## config.mk

```make
export PLATFORM = sky130hd
export DESIGN_NAME = fp_mul_arbiter
export DESIGN_NICKNAME = d
export VERILOG_FILES = /design/src/rtl/fp_mul_arbiter.sv
export SDC_FILE = /design/constraint.sdc
export NUM_CORES = 1
export LEC_CHECK = 0
export ABC_AREA = 1
export CORE_MARGIN = 2
export CORE_UTILIZATION = 30
export DETAILED_ROUTE_END_ITERATION = 6
export GPL_TIMING_DRIVEN = 1
export SYNTH_ARGS = -nofsm -noshare
export SYNTH_HDL_FRONTEND = slang
export SYNTH_SLANG_ARGS = --single-unit
```

## constraint.sdc

```tcl
create_clock -name clk -period 2.9 [get_ports clk]
set_input_delay 0.58 -clock clk [delete_from_list [all_inputs] [get_ports clk]]
set_output_delay 0.58 -clock clk [all_outputs]
set_load 0.005 [all_outputs]
```

## src/rtl/fp_mul_arbiter.sv

```systemverilog
`default_nettype none
//============================================================================
// Module      : fp_mul_arbiter
// Description : Shares one pipelined FP multiplier between two requesters
//               of the inverse-sqrt datapath. Requester 0 is the
//               Newton-Raphson path and requester 1 is the final scaling
//               path. Round-robin grant, one issue per cycle, results
//               routed back through a tag shift register, per-requester
//               outstanding limit, sticky flag for lost results.
// Revision    : 1.0 - initial release
//
// Parameters  : LAT     - multiplier latency, mul_valid to mul_ready (>=1)
//               MAX_OUT - in-flight limit per requester (1..15)
// Option macro: FP_MUL_ARB_CNT_EN adds grant_cnt0, grant_cnt1, starve
//
// Ports       : clk, rst_n              clock, async active-low reset
//               reqN_valid/a/b/err      operand pair + error tag from N
//               reqN_ready              grant (combinational)
//               mul_valid/a/b/err       registered issue to multiplier
//               mul_ready/result/err_in multiplier result strobe + data
//               rspN_valid/data/err     one-cycle result pulse to N
//               proto_err               sticky: expected result missing
//               grant_cnt0/1, starve    (optional) statistics hooks
//============================================================================
module fp_mul_arbiter #(
   parameter int LAT     = 2,
   parameter int MAX_OUT = 4
) (
   input  logic        clk,
   input  logic        rst_n,
   input  logic        req0_valid,
   input  logic [30:0] req0_a,
   input  logic [30:0] req0_b,
   input  logic        req0_err,
   output logic        req0_ready,
   input  logic        req1_valid,
   input  logic [30:0] req1_a,
   input  logic [30:0] req1_b,
   input  logic        req1_err,
   output logic        req1_ready,
   output logic        mul_valid,
   output logic [30:0] mul_a,
   output logic [30:0] mul_b,
   output logic        mul_err,
   input  logic        mul_ready,
   input  logic [30:0] mul_result,
   input  logic        mul_err_in,
   output logic        rsp0_valid,
   output logic [30:0] rsp0_data,
   output logic        rsp0_err,
   output logic        rsp1_valid,
   output logic [30:0] rsp1_data,
   output logic        rsp1_err,
`ifdef FP_MUL_ARB_CNT_EN
   output logic [15:0] grant_cnt0,
   output logic [15:0] grant_cnt1,
   output logic        starve,
`endif
   output logic        proto_err
);

   localparam logic [3:0] C_MAX_OUT = 4'(MAX_OUT);

   logic [3:0]   r_out0;
   logic [3:0]   r_out1;
   logic         r_last;
   // Tag pipe: bit 0 is aligned with mul_valid, bit LAT with mul_ready.
   logic [LAT:0] r_tag_v;
   logic [LAT:0] r_tag_id;

   logic       w_elig0, w_elig1;
   logic       w_grant0, w_grant1;
   logic       w_hs, w_gid;
   logic       w_exp_v, w_exp_id;
   logic       w_cons0, w_cons1;
   logic [3:0] w_out0_nxt, w_out1_nxt;

   assign w_elig0 = req0_valid && (r_out0 < C_MAX_OUT);
   assign w_elig1 = req1_valid && (r_out1 < C_MAX_OUT);

   // r_last = 1 means requester 1 was served last, so requester 0 wins a tie.
   assign w_grant0 = w_elig0 && (!w_elig1 || r_last);
   assign w_grant1 = w_elig1 && (!w_elig0 || !r_last);

   assign req0_ready = w_grant0;
   assign req1_ready = w_grant1;

   assign w_hs  = w_grant0 | w_grant1;
   assign w_gid = w_grant1;

   assign w_exp_v  = r_tag_v[LAT];
   assign w_exp_id = r_tag_id[LAT];
   // A tag is consumed whether or not the result arrives, so a lost result
   // still frees its outstanding slot.
   assign w_cons0  = w_exp_v && !w_exp_id;
   assign w_cons1  = w_exp_v &&  w_exp_id;

   always_comb begin
      w_out0_nxt = r_out0;
      if (w_grant0 && !w_cons0)
         w_out0_nxt = r_out0 + 4'd1;
      else if (!w_grant0 && w_cons0 && (r_out0 != 4'd0))
         w_out0_nxt = r_out0 - 4'd1;
   end

   always_comb begin
      w_out1_nxt = r_out1;
      if (w_grant1 && !w_cons1)
         w_out1_nxt = r_out1 + 4'd1;
      else if (!w_grant1 && w_cons1 && (r_out1 != 4'd0))
         w_out1_nxt = r_out1 - 4'd1;
   end

   always_ff @(posedge clk or negedge rst_n) begin
      if (!rst_n) begin
         mul_valid  <= 1'b0;
         mul_a      <= '0;
         mul_b      <= '0;
         mul_err    <= 1'b0;
         r_tag_v    <= '0;
         r_tag_id   <= '0;
         r_out0     <= '0;
         r_out1     <= '0;
         r_last     <= 1'b1;
         rsp0_valid <= 1'b0;
         rsp0_data  <= '0;
         rsp0_err   <= 1'b0;
         rsp1_valid <= 1'b0;
         rsp1_data  <= '0;
         rsp1_err   <= 1'b0;
         proto_err  <= 1'b0;
      end else begin
         mul_valid <= w_hs;
         if (w_hs) begin
            mul_a   <= w_gid ? req1_a   : req0_a;
            mul_b   <= w_gid ? req1_b   : req0_b;
            mul_err <= w_gid ? req1_err : req0_err;
            r_last  <= w_gid;
         end

         r_tag_v  <= {r_tag_v[LAT-1:0],  w_hs};
         r_tag_id <= {r_tag_id[LAT-1:0], w_gid};

         r_out0 <= w_out0_nxt;
         r_out1 <= w_out1_nxt;

         // mul_ready without a valid tag is stale data from before a reset
         // (the multiplier itself is not reset) and is dropped silently.
         rsp0_valid <= w_cons0 && mul_ready;
         if (w_cons0 && mul_ready) begin
            rsp0_data <= mul_result;
            rsp0_err  <= mul_err_in;
         end
         rsp1_valid <= w_cons1 && mul_ready;
         if (w_cons1 && mul_ready) begin
            rsp1_data <= mul_result;
            rsp1_err  <= mul_err_in;
         end

         if (w_exp_v && !mul_ready)
            proto_err <= 1'b1;
      end
   end

`ifdef FP_MUL_ARB_CNT_EN
   logic [3:0] r_wait0, r_wait1;
   logic       w_stv0, w_stv1;

   // Waiting while eligible; the arbiter should never let this reach 8.
   assign w_stv0 = req0_valid && !req0_ready && (r_out0 < C_MAX_OUT);
   assign w_stv1 = req1_valid && !req1_ready && (r_out1 < C_MAX_OUT);

   always_ff @(posedge clk or negedge rst_n) begin
      if (!rst_n) begin
         grant_cnt0 <= '0;
         grant_cnt1 <= '0;
         r_wait0    <= '0;
         r_wait1    <= '0;
         starve     <= 1'b0;
      end else begin
         if (w_grant0 && (grant_cnt0 != 16'hFFFF))
            grant_cnt0 <= grant_cnt0 + 16'd1;
         if (w_grant1 && (grant_cnt1 != 16'hFFFF))
            grant_cnt1 <= grant_cnt1 + 16'd1;
         r_wait0 <= w_stv0 ? ((r_wait0 == 4'd8) ? r_wait0 : r_wait0 + 4'd1) : 4'd0;
         r_wait1 <= w_stv1 ? ((r_wait1 == 4'd8) ? r_wait1 : r_wait1 + 4'd1) : 4'd0;
         // Fires once, on the 8th consecutive waiting cycle.
         starve  <= (w_stv0 && (r_wait0 == 4'd7)) || (w_stv1 && (r_wait1 == 4'd7));
      end
   end
`endif

endmodule
`default_nettype wire

```

==> results of run 1 <==
-- worst register-to-register path: stages, from the launching register on --
cell and delay, ns:
dfrtp_1 0.45, nor3b_4 0.28, nand3_1 0.24, ha_1 0.39, nand2_1 0.08, nand2_1 0.05, nor2_1 0.14, nand2_1 0.07
nand2_1 0.08, nand2_1 0.06, nand2_1 0.05, nand2_1 0.04
-- cell type report --
| cell class | instances | area share [%] |
|---|---|---|
| Clock inverter | 13 | 1.56 |
| Multi-Input combinational cell | 454 | 20.4 |
| Inverter | 48 | 1.85 |
| Antenna cell | 2 | 0.0508 |
| Timing Repair Buffer | 309 | 31.4 |
| Clock buffer | 19 | 4.49 |
| Sequential cell | 145 | 36.8 |
| Tap cell | 265 | 3.36 |
-- flip-flops by register name, indices dropped and copies added (netlist names) --
signal and cells:
mul_b 31, rsp0_err 1, rsp1_err 1, mul_err 1, rsp1_valid 1, rsp1_data 31, r_tag_v 3, rsp0_data 31
r_tag_id 3, r_out1 4, r_out0 4, rsp0_valid 1, r_last 1, mul_a 31, proto_err 1
-- cell usage in the layout, fill, tap and decap left out --
master	count
inv_1	43
bufinv_16	2
inv_2	4
dfstp_2	1
nand3_2	1
inv_4	1
a21o_1	1
clkinvlp_4	1
buf_4	11
ha_1	4
clkinv_4	6
clkdlybuf4s50_1	294
clkbuf_8	1
dfrtp_1	144
o21ai_0	65
clkinv_2	1
a21oi_1	3
clkbuf_1	1
nor2_1	9
nand2_1	276
buf_12	3
fa_1	2
xor2_1	2
nand2_2	2
buf_6	1
diode_2	2
inv_8	1
nand2_4	1
nand3_1	86
clkbuf_16	17
inv_6	2
nor3b_4	1
nand3b_1	1
-- stage by stage --
stage               instance area (um2)  hold WS (ns)  cells  utilization, %  setup WS [ns]
finish                             9860         0.111   1255            50.3          0.258
global route                       9860         0.126   1255            50.3          0.207
CTS                                9850         0.126   1253            50.3          0.230
detailed placement                 9260         0.338   1221            47.3          0.235
global placement                   9260         0.335   1221            47.3          0.228
floorplan                          6040         0.284    680               -          0.945
-- power by group --
part / total, mW / leakage (nW) / switching (mW) / internal (mW)
Clock: 2.21 / 0.290 / 0.898 / 1.31
Sequential: 3.59 / 1.79 / 0.576 / 3.02
Combinational: 4.39 / 2.47 / 1.97 / 2.42
-- routing by layer --
metal | up-vias | global-route usage (%) | wire (um)
met3 | 20 | 8.03 | 2080
li1 | 2747 | - | -
met5 | - | 0 | 0
met1 | 2527 | 23.0 | 8330
met4 | 0 | 6.37 | 269
met2 | 242 | 29.9 | 9150
-- logic make-up after synthesis --
kind of cell	after synthesis
XOR/XNOR	2
flip-flops	145
AO/OA/AOI/OAI	69
adder cells (fa/ha/maj)	6
AND/OR/NAND/NOR	377
buffers and inverters	81
-- worst max-delay path by stage --
| stage | startpoint | end | cells past startpoint |
|---|---|---|---|
| 2_1_floorplan | req1_valid | r_out1[3] | 11 |
| 3_3_place_gp | req0_valid | req0_ready | 6 |
| 3_5_place_dp | req1_valid | r_out1[3] | 12 |
| 4_1_cts | req0_valid | req0_ready | 6 |
| 5_1_grt | req0_valid | req0_ready | 6 |
| 6_report | req0_valid | req0_ready | 6 |
==> impl_results.md, run 1 <==
* Worst Skew at 0.00902 ns
* Fmax at 378 MHz
* Dpl hpwl at 14600 um
* Total negative slack at 0 ns
* PwrDens at 1030 nW/um2
* Worst R2R End: r_out1[3]
* GPL Wtd Cong at 0.823
* Crit. End Element: primary output
* Post-synth top cells: nand2_1 (276), dfrtp_1 (144), nand3_1 (86)
* # hold bufs at CTS at 0
* Buffers on Ports at 295
* YS warnings at 0
* Max-cap violations at 0
* Synth Area in Compound Gates at 5.76%
* Worst Max-Slew Pin Slew at 0.723 ns
* Pre-Repair DR Iteration Count at 4
* # H-tree levels at 4
* Ys async rst share at 100%
* Vias post-DR at 5536
* Nets@finish at 1144
* Die Ht at 146 um
* Core area at 19600 um2
* Required time worst endpoint at 2.32 ns
* Cells after Synth at 680
* Routed vias/inst at 4.41
* Filler Cell Count at 1900
* Final Hold Vio Count at 0
* Post-synth EDFFs at 0
* R2R cell count at 11
* Iteration-0 DRC Markers at 208
* Crit path kind: input pin to primary output
* Syn Nets at 849
* Starting Density at 30.8%
* TritonCTS Buffers at 17
* Post-synth top area share at 59.7%
* DRC Markers at 0
* Worst-Skew Late Latency at 0.41 ns
* R2R setup slack at 0.86 ns
* Slowest CP cell: clkdlybuf4s50_1
* Most used flip-flop cell after synthesis: dfrtp_1
* Critical path buffers and inverters at 4
* Max-Slew Margin vs Limit at 51.8%
* Adder-Cell Fraction of Synth Area at 1.49%
* Largest net degree at the start of global routing at 66
* Antenna violations before repair at 3
* Synth Area per Inst at 8.88 um2
* Number of distinct library cells after synthesis at 23
* Top-count cell post-synth: nand2_1
* Largest cells by area after synthesis: dfrtp_1 (60%), nand2_1 (17%), nand3_1 (7.1%)
* CP delay by family, top: buffers and inverters
* Post-route ant nets at 0
* Startpoint Class: input pin
* Min Tclk post-route at 2.64 ns
* Grt ovf at 0
* Setup violators final at 0
* Syn-to-layout area delta at 63.3%
* Crit path cell chain: clkdlybuf4s50_1, inv_1, nor2_1, nand2_2, inv_2, clkdlybuf4s50_1
* Simple-gate share of the synthesized area at 25.8%
* Synthesized area at 6040 um2
* Clock tree from TritonCTS: yes
* Register area at 3630 um2
* # IOs at 296
* First-pass GRT wire length at 31200 um
* PnR Total Power at 10.2 mW
* Routed length per instance at 15.8 um
* Main combinational cell family by area after synthesis: simple AND/OR/NAND/NOR gates
* Site Rows at 51
* Post-CTS Setup Inserts at 0
* Clock sink total at 145
* Synth Area in XOR/XNOR at 0.290%
* Reg2reg start: r_out1[2]
* Min-delay worst type: input pin to asynchronous set/reset pin
* Period utilization at 91.1%
* Post-synthesis mux area share at 0%
* Layout cells sized above 1 at 5.77%
* Final slew viol count at 0
* Full die area at 21300 um2
* Root Driver: clkbuf_16
* Leakage at 4.55 nW
* Outcome: completed
* Most common cell on crit path: clkdlybuf4s50_1
* Critical Path AT at 2.06 ns
* Worst VDD drop at 0.498 mV
* Max incr delay on CP at 0.61 ns
* Leading area contributor after synthesis: dfrtp_1
* Crit-path max FO at 4
* GRT Total Usage at 18.8%
* Worst-path clk slew at 0.07 ns
* Sequential element share of the synthesized area at 60.1%
* Total Routed Length at 19800 um
* Die X at 146 um
* PostCTS Resize Cnt at 0
* RSZ-0062 raised after global routing: false
* Vias in the first global route at 5604
* Seq cells post-synth at 145
* Max Buffers Root-to-Sink at 2
* Multi-input logic area at 2020 um2
Note: power is estimated with default switching activity, not from simulation.
==> run 2: changes to the inputs <==
Settings changed: ABC_CLOCK_PERIOD_IN_PS from default to 2900.
==> results of run 2 <==
Same layout as run 1: the final DEF is identical, and so are final timing and power.
